--- src/rtl/fifo_digit_display_if.sv ---
`default_nettype none
// +----------------------------------------------------------------------------+
// | Module   : fifo_digit_display_if                                           |
// | Brief    : FIFO read-port bundle between the RX FIFO and its consumer.     |
// | Revision : 1.0                                                             |
// +----------------------------------------------------------------------------+
interface fifo_digit_display_if;
    logic [7:0] rdata;
    logic       rempty;
    logic       rinc;

    modport master (output rdata, output rempty, input rinc);
    modport slave  (input rdata, input rempty, output rinc);
endinterface
`default_nettype wire

--- src/rtl/fifo_digit_display.sv ---
`default_nettype none
// +----------------------------------------------------------------------------+
// | Module   : fifo_digit_display                                              |
// | Brief    : Pops RX FIFO bytes into a DIGITS-deep decimal buffer and scans  |
// |            it onto an active-low multiplexed 7-segment display.            |
// | Revision : 1.0                                                             |
// +----------------------------------------------------------------------------+
module fifo_digit_display #(
    parameter int DIGITS   = 4,
    parameter int SCAN_DIV = 27000
) (
    input  logic                          clk,
    input  logic                          rst,
    fifo_digit_display_if.slave           rd,
    output logic [6:0]                    sseg,
    output logic [DIGITS-1:0]             an,
    output logic                          drop_pulse,
    output logic [$clog2(DIGITS+1)-1:0]   digit_count
);
    localparam int CNT_W  = $clog2(DIGITS+1);
    localparam int IDX_W  = (DIGITS > 1) ? $clog2(DIGITS) : 1;
    localparam int SCAN_W = (SCAN_DIV > 1) ? $clog2(SCAN_DIV) : 1;

    localparam logic [3:0]        C_BLANK     = 4'hF;
    localparam logic [CNT_W-1:0]  C_FULL      = CNT_W'(DIGITS);
    localparam logic [SCAN_W-1:0] C_SCAN_LAST = SCAN_W'(SCAN_DIV-1);
    localparam logic [IDX_W-1:0]  C_IDX_LAST  = IDX_W'(DIGITS-1);
    localparam logic [DIGITS-1:0] C_ONE       = DIGITS'(1);

    typedef enum logic [1:0] {
        S_IDLE  = 2'd0,
        S_POP   = 2'd1,
        S_APPLY = 2'd2
    } state_t;

    state_t            r_state;
    logic [7:0]        r_char;
    logic [3:0]        r_buf [DIGITS];
    logic [SCAN_W-1:0] r_scan;
    logic [IDX_W-1:0]  r_idx;

    logic              w_is_digit;
    logic              w_is_bs;
    logic [3:0]        w_digit;
    logic [6:0]        w_seg;

    assign w_is_digit = (r_char >= 8'h30) && (r_char <= 8'h39);
    assign w_is_bs    = (r_char == 8'h08) || (r_char == 8'h7F);
    // ASCII '0'..'9' carry their value in the low nibble
    assign w_digit    = r_char[3:0];

    // Read FSM: IDLE latches the byte, POP arms the strobe, APPLY acts on it
    always_ff @(posedge clk or posedge rst) begin
        if (rst) begin
            r_state     <= S_IDLE;
            r_char      <= 8'h00;
            rd.rinc     <= 1'b0;
            drop_pulse  <= 1'b0;
            digit_count <= '0;
            for (int i = 0; i < DIGITS; i++) begin
                r_buf[i] <= C_BLANK;
            end
        end else begin
            rd.rinc    <= 1'b0;
            drop_pulse <= 1'b0;
            case (r_state)
                S_IDLE: begin
                    if (!rd.rempty) begin
                        r_char  <= rd.rdata;
                        r_state <= S_POP;
                    end
                end
                S_POP: begin
                    rd.rinc <= 1'b1;
                    r_state <= S_APPLY;
                end
                S_APPLY: begin
                    r_state <= S_IDLE;
                    if (w_is_digit) begin
                        for (int i = DIGITS-1; i > 0; i--) begin
                            r_buf[i] <= r_buf[i-1];
                        end
                        r_buf[0] <= w_digit;
                        if (digit_count != C_FULL) begin
                            digit_count <= digit_count + 1'b1;
                        end
                    end else if (w_is_bs) begin
                        // Backspace on an empty buffer is a silent no-op
                        if (digit_count != '0) begin
                            for (int i = 0; i < DIGITS-1; i++) begin
                                r_buf[i] <= r_buf[i+1];
                            end
                            r_buf[DIGITS-1] <= C_BLANK;
                            digit_count     <= digit_count - 1'b1;
                        end
                    end else if (r_char == 8'h1B) begin
                        for (int i = 0; i < DIGITS; i++) begin
                            r_buf[i] <= C_BLANK;
                        end
                        digit_count <= '0;
                    end else if (r_char != 8'h00) begin
                        drop_pulse <= 1'b1;
                    end
                end
                default: r_state <= S_IDLE;
            endcase
        end
    end

    always_comb begin
        w_seg = 7'b1111111;
        case (r_buf[r_idx])
            4'd0:    w_seg = 7'b1000000;
            4'd1:    w_seg = 7'b1111001;
            4'd2:    w_seg = 7'b0100100;
            4'd3:    w_seg = 7'b0110000;
            4'd4:    w_seg = 7'b0011001;
            4'd5:    w_seg = 7'b0010010;
            4'd6:    w_seg = 7'b0000010;
            4'd7:    w_seg = 7'b1111000;
            4'd8:    w_seg = 7'b0000000;
            4'd9:    w_seg = 7'b0010000;
            default: w_seg = 7'b1111111;
        endcase
    end

    // Scan: each position held for SCAN_DIV cycles; outputs lag the index by one
    always_ff @(posedge clk or posedge rst) begin
        if (rst) begin
            r_scan <= '0;
            r_idx  <= '0;
            sseg   <= 7'b1111111;
            an     <= ~C_ONE;
        end else begin
            if (r_scan == C_SCAN_LAST) begin
                r_scan <= '0;
                r_idx  <= (r_idx == C_IDX_LAST) ? '0 : r_idx + 1'b1;
            end else begin
                r_scan <= r_scan + 1'b1;
            end
            sseg <= w_seg;
            an   <= ~(C_ONE << r_idx);
        end
    end
endmodule
`default_nettype wire
--- src/flat_wrapper.sv ---
// flat-port wrapper written by rule: the top's interface ports become plain ports
module fifo_digit_display_flat 
#(
    parameter int DIGITS   = 4,
    parameter int SCAN_DIV = 27000
)
  (clk, rst, sseg, an, drop_pulse, digit_count, rd_rdata, rd_rempty, rd_rinc);
  fifo_digit_display_if rd_i ();
  input  logic clk;
  input  logic rst;
  output logic [6:0] sseg;
  output logic [DIGITS-1:0] an;
  output logic drop_pulse;
  output logic [$clog2(DIGITS+1)-1:0] digit_count;
  input wire logic [$bits(rd_i.rdata)-1:0] rd_rdata;
  input wire logic [$bits(rd_i.rempty)-1:0] rd_rempty;
  output wire logic [$bits(rd_i.rinc)-1:0] rd_rinc;
  assign rd_i.rdata = rd_rdata;
  assign rd_i.rempty = rd_rempty;
  assign rd_rinc = rd_i.rinc;
  fifo_digit_display #(.DIGITS(DIGITS), .SCAN_DIV(SCAN_DIV)) u_core (.clk(clk), .rst(rst), .rd(rd_i), .sseg(sseg), .an(an), .drop_pulse(drop_pulse), .digit_count(digit_count));
endmodule
--- config.mk ---
export PLATFORM = sky130hd
export DESIGN_NAME = fifo_digit_display_flat
export DESIGN_NICKNAME = d
export VERILOG_FILES = /design/src/rtl/fifo_digit_display_if.sv /design/src/rtl/fifo_digit_display.sv /design/src/flat_wrapper.sv
export SDC_FILE = /design/constraint.sdc
export NUM_CORES = 1
export LEC_CHECK = 0
export CAP_MARGIN = 30
export CORE_MARGIN = 2
export CORE_UTILIZATION = 45
export DETAILED_ROUTE_END_ITERATION = 6
export GPL_ROUTABILITY_DRIVEN = 0
export PLACE_DENSITY = 0.61
export SLEW_MARGIN = 20
export SYNTH_ARGS = -nofsm -noshare
export SYNTH_HDL_FRONTEND = slang
export SYNTH_SLANG_ARGS = --single-unit
export TNS_END_PERCENT = 5
--- constraint.sdc ---
create_clock -name clk -period 2.14 [get_ports clk]
set_clock_uncertainty 0.15 [all_clocks]
set_input_delay 0.428 -clock clk [delete_from_list [all_inputs] [get_ports clk]]
set_output_delay 0.428 -clock clk [all_outputs]
set_load 0.02 [all_outputs]
# Word-level counts from Yosys, hierarchy flattened
# Memories as Yosys holds them, arrays and structs flattened. A register that Yosys moved wholly into a read port is not among the register bits.
# Index checks and enable logic that the tools add are counted.
# op_classes
order_cmp	3
n_reduce_logical	9
eq_ne	11
mux	22
bitwise	3
addsub	4
shifts	1
# ops
cell	count
$mux W16	4
$add A15 B1 Y15 const B	1
$eq A15 B15 Y1 const B	1
$mux W15	1
$mux W3	5
$bmux W4 S2	1
$eq A8 B4 Y1 const B	1
$eq A8 B5 Y1 const B	1
$eq A8 B7 Y1 const B	1
$ge A8 B6 Y1 const B	1
$le A8 B6 Y1 const B	1
$mux W4	2
$reduce_bool A8 Y1	1
$mux W1	6
$reduce_bool A3 Y1	2
$eq A2 B2 Y1 const B	2
$mux W2	2
$ne A2 B2 Y1 const B	2
$not A4 Y4	1
$pmux W2 S2	1
$reduce_and A4 Y1	1
$shl A1 B2 Y4 const A	1
$add A3 B1 Y3 const B	1
$ge A3 B3 Y1 const B	1
12 further kinds	12
# totals
n_memories	1
regBits	52
mem_bits_ro	112
# mem_list
name	words	width	read_ports	rd_clocked_by_memory_dff	write_ports	line	text
(name not given)	16	7	1	1	0	fifo_digit_display.sv:112	case (r_buf[r_idx])

# Logic depth before layout (Yosys ltp)
# logic_depth
word_depth	6
depth_mapped	8

# Least setup slack after synthesis
# OpenSTA, ideal clock, no wires.
# synth_timing
kind	register -> register
from	register u_core.digit_count[0]
to	register u_core.r_buf[10] (netlist name)
path_buffers	1
t_required_ps	1915
setup_ps	75
arrival_time_ps	1653
stages_incl_launch_ff	9
slack_ps	262
synth_period_minus_slack_ps	1878
cell_sequence	dfrtp_1 -> inv_1 -> ha_1 -> inv_1 -> o2111ai_1 -> nor2_1 -> nor2_4 -> buf_4 -> mux2i_1
# synth_between
elab_chain_len	3
# synth_rtl
element	line	text
start: declaration	fifo_digit_display.sv:18	output logic [$clog2(DIGITS+1)-1:0] digit_count
start signal: assignment	fifo_digit_display.sv:85	digit_count <= digit_count + 1'b1;
start signal: assignment	fifo_digit_display.sv:94	digit_count <= digit_count - 1'b1;
$reduce_bool A3 Y1	fifo_digit_display.sv:89	if (digit_count != '0) begin
$ne A3 B2 Y1 (no source line)	--	
$reduce_and A3 Y1 (no source line)	--	
end signal: indexed assignment	fifo_digit_display.sv:81	r_buf[i] <= r_buf[i-1];
end signal: indexed assignment	fifo_digit_display.sv:91	r_buf[i] <= r_buf[i+1];
end: declaration	fifo_digit_display.sv:38	logic [3:0] r_buf [DIGITS];
# Every way passes these cells.
# A chain may end at the register's enable or synchronous reset.

# Final worst setup path
# layout_timing
from	register u_core.an[1]
to	output an[1]
# layout_lines
element	line	text
start: declaration	fifo_digit_display.sv:16	output logic [DIGITS-1:0] an,
start signal: assignment	fifo_digit_display.sv:133	an <= ~C_ONE;
start signal: assignment	fifo_digit_display.sv:142	an <= ~(C_ONE << r_idx);
end: declaration	flat_wrapper.sv:12	output logic [DIGITS-1:0] an;
# No word-level cell between the ends.

==> flow_metrics.py <==
metrics = {
    "placed_design": {
        "port_buffers": 26,
        "dp_hpwl_um": 3780,
    },
    "detailed_routing": {
        "num_vias": 2070,
        "wl_per_cell_um": 13.5,
        "first_pass_iters": 4,
        "drt-total-wl_um": 5340,
        "ant_nets": 0,
        "drt_iter0_markers": 100,
        "drc_errors": 0,
        "viasPerCell": 5.21,
    },
    "setup_path": {
        "crit_fanout": 1,
        "ff2ff_path_depth": 5,
        "critPathMaxStageDelay_ns": 0.60,
        "worst_ep_required_time_ns": 1.56,
        "critical_path_class": "reg2out",
        "crit_slowest_cell": "clkdlybuf4s50_1",
        "timing.critical_path.cells": "clkdlybuf4s50_1",
        "worst-endpoint-arrival_ns": 1.45,
        "path_buf_inv": 1,
        "cp.depth": 1,
        "end_kind": "output port",
        "cp_top_family": "buffers and inverters",
        "critPathLaunchType": "flop",
    },
    "floorplan": {
        "start_util_pct": 46.5,
        "core_area_um2": 6350,
        "io_pins": 27,
        "fp-row-count": 29,
        "chipHeight_um": 85.0,
        "die_area_um2": 7220,
        "die_x_um": 85.0,
    },
    "clock_tree": {
        "cts_hold_buf": 0,
        "cts_buffers": 9,
        "clock-root-buffer": "clkbuf_8",
        "cts.sinks": 59,
        "cts_buffer_depth": 2,
        "clkTransAtPathRegs_ns": 0.07,
        "cts_tree": "built",
        "clkLatencyLatePin_ns": 0.34,
        "ctsHtreeMaxLevel": 3,
    },
    "grt": {
        "grt_usage_pct": 16.6,
        "grt_pass1_vias": 2011,
        "antenna_found_initial": 0,
        "grt-ovfl-total": 0,
        "grt_max_degree": 25,
        "grt_first_pass_wirelength_um": 9410,
    },
    "power": {
        "netSwitchingPower_mw": 1.17,
        "swShare_pct": 31.8,
        "leakagePower_nw": 1.66,
        "power_density_nw_per_um2": 1020,
        "ir_drop_mv": 0.694,
        "intPower_mw": 2.52,
        "seqPwrFrac_pct": 47.0,
        "p_comb_share_pct": 26.4,
        "pwr-share-clk_pct": 26.6,
    },
    "final_layout": {
        "diodes": 0,
        "areaGrowthSynthToFinish_pct": 22.4,
        "fin_nets": 339,
        "fill_cells": 562,
        "drive_above_1_share_pct": 23.8,
        "final_util_pct": 56.9,
    },
    "outcome": {
        "status": "complete, no violations",
    },
    "worst_hold_path": {
        "hold_class": "in2async",
    },
    "sta": {
        "rsz0062_at_grt": "false",
        "slew_headroom_pct": 68.4,
        "maxSlewViolCount": 0,
        "setup_tns_ns": 0,
        "fin_crit_sh_pct": 94.9,
        "setup_violations": 0,
        "fmax_mhz": 492,
        "hold_viol": 0,
        "worst_slew_pin_slew_ns": 0.472,
        "min_period_ns": 2.03,
    },
    "logic_synthesis": {
        "syn_nets": 293,
        "postSynthCellCount": 269,
        "ys_warn_count": 0,
        "synth_area_leaders": "dfrtp_1 28%, dfstp_2 23%, mux2i_1 5.8%, ha_1 5.5%, inv_1 3.9%",
        "synth_seq_cells": 59,
        "yosys.area.top_type_share_pct": 28.0,
        "synth_top_area_cell": "dfrtp_1",
        "ys_seq_area_share_pct": 51.1,
        "syn-mean-instance-area_um2": 11.0,
        "yosys.cell_types.count": 44,
        "netlist_area_um2": 2950,
    },
    "flow_run": {
        "drv_cap": 0,
    },
}
## synth_stat cells
library cell,instances
nor3b_1,1
buf_4,1
o2111ai_1,1
o21ai_0,12
nor2_4,1
nor4b_1,2
nand4b_1,1
ha_1,13
mux2_2,8
or4_1,1
xor2_1,9
clkbuf_1,4
or2_1,1
dfstp_2,26
dfrtp_1,33
nand4_1,4
inv_2,1
mux2i_1,17
nor3_1,8
a2bb2oi_1,1
a31oi_1,1
and4_1,1
nor2b_1,5
nand2b_1,2
nor4_2,1
o221a_2,1
o22ai_1,9
o32ai_2,1
a221oi_1,1
nand2_1,13
xnor2_1,5
mux4_2,4
or3b_1,1
inv_1,31
nor4bb_1,1
nand3_1,7
o221a_1,1
o32ai_1,1
o2111a_1,1
buf_2,2
a21oi_1,8
a22oi_1,2
and3_1,2
nor2_1,23
## registers in the layout (all words and copies together) (netlist names), 2 cells and up
| name | count |
|---|---|
| u_core.r_idx | 2 |
| u_core.an | 4 |
| u_core.r_char | 8 |
| u_core.sseg | 7 |
| u_core.digit_count | 3 |
| u_core.r_scan | 15 |
| u_core.r_buf | 16 |
| u_core.r_state | 2 |
## cells in the final DEF (no fill, tap or decap), types with 2 or more instances in the layout
cell             netlist  routed
inv_1                 31      30
and3_1                 2       2
ha_1                  13      13
xnor2_1                5       5
mux4_2                 4       4
a22oi_1                2       2
clkinv_2               0       3
nor2b_1                5       5
nand2_1               13      13
clkinvlp_4             0       2
nor2_1                23      23
mux2i_1               17      17
nand4_1                4       4
mux2_2                 8       8
o22ai_1                9       9
nor3_1                 8       8
a21oi_1                8       8
buf_4                  1      14
inv_2                  1       2
dfrtp_1               33      33
dfstp_2               26      26
buf_12                 0       2
o21ai_0               12      12
nand3_1                7       7
clkdlybuf4s50_1        0      26
xor2_1                 9       9
nor4b_1                2       2
nand2b_1               2       2
clkbuf_8               0       9
## power by group through the flow
stage	combinational, mW	sequential [mW]	clock [mW]
6_report	0.973	1.73	0.982
3_5_place_dp	0.979	1.75	0
4_1_cts	0.981	1.73	1.02
3_3_place_gp	0.967	1.74	0
2_1_floorplan	0.602	1.78	0
5_1_grt	1.10	1.77	1.07
## kinds of logic after synthesis
kind of cell | Yosys count | synth area share, %
AO/OA/AOI/OAI | 40 | 8.91
buffers and inverters | 39 | 5.17
flip-flops | 59 | 51.1
adder cells (fa/ha/maj) | 13 | 5.51
XOR/XNOR | 14 | 4.16
multiplexers | 29 | 11.9
AND/OR/NAND/NOR | 75 | 13.2
## worst reg2reg max path, cell delays in order (launching register included)
cell	delay [ns]
dfrtp_1	0.44
nor3_1	0.28
a2bb2oi_1	0.16
or3b_1	0.41
o221a_1	0.27
o32ai_2	0.23
## final cells by class
| type | instances | area (µm²) | area share, % |
|---|---|---|---|
| Inverter | 32 | 120 | 3.33 |
| Clock inverter | 7 | 68.8 | 1.91 |
| Sequential cell | 59 | 1510 | 41.8 |
| Timing Repair Buffer | 42 | 405 | 11.2 |
| Multi-Input combinational cell | 171 | 1290 | 35.7 |
| Tap cell | 77 | 96.3 | 2.67 |
| Clock buffer | 9 | 124 | 3.43 |
## path summary, 6_finish.rpt
check,startpoint,end,slack [ns]
worst min register to register,u_core.r_scan[0],u_core.r_scan[0],0.32
worst min-delay path,rst,u_core.digit_count[0],0.23
worst max register to register,u_core.r_char[0],u_core.digit_count[2],0.11
max in group asynchronous,rst,u_core.sseg[3],1.09
worst max-delay path,u_core.an[1],an[1],0.11
min in group clk,u_core.r_scan[0],u_core.r_scan[0],0.32
## through the flow
step,hold slack [ns],instances,setup slack [ns],total power [mW],instance area [µm²]
3_5_place_dp,0.317,378,0.140,2.73,3400
6_report,0.230,397,0.108,3.69,3610
2_1_floorplan,0.290,269,0.149,2.38,2950
3_3_place_gp,0.311,378,0.179,2.71,3400
5_1_grt,0.280,397,0.0154,3.94,3610
4_1_cts,0.231,394,0.0815,3.73,3590
## repair_timing
| item | CTS | global route |
|---|---|---|
| buffers inserted | 0 | 3 |
| gates resized for setup | 0 | 0 |
| setup endpoints to repair | 0 | 2 |
## routing by layer
metal | GRT usage [%] | up-vias | share of wire [%]
li1 | - | 1024 | -
met2 | 23.6 | 35 | 46
met5 | 0 | - | 0
met3 | 3.50 | 8 | 3.4
met1 | 23.8 | 1003 | 49
met4 | 9.09 | 0 | 1.9
(Power assumes the default switching activity.)
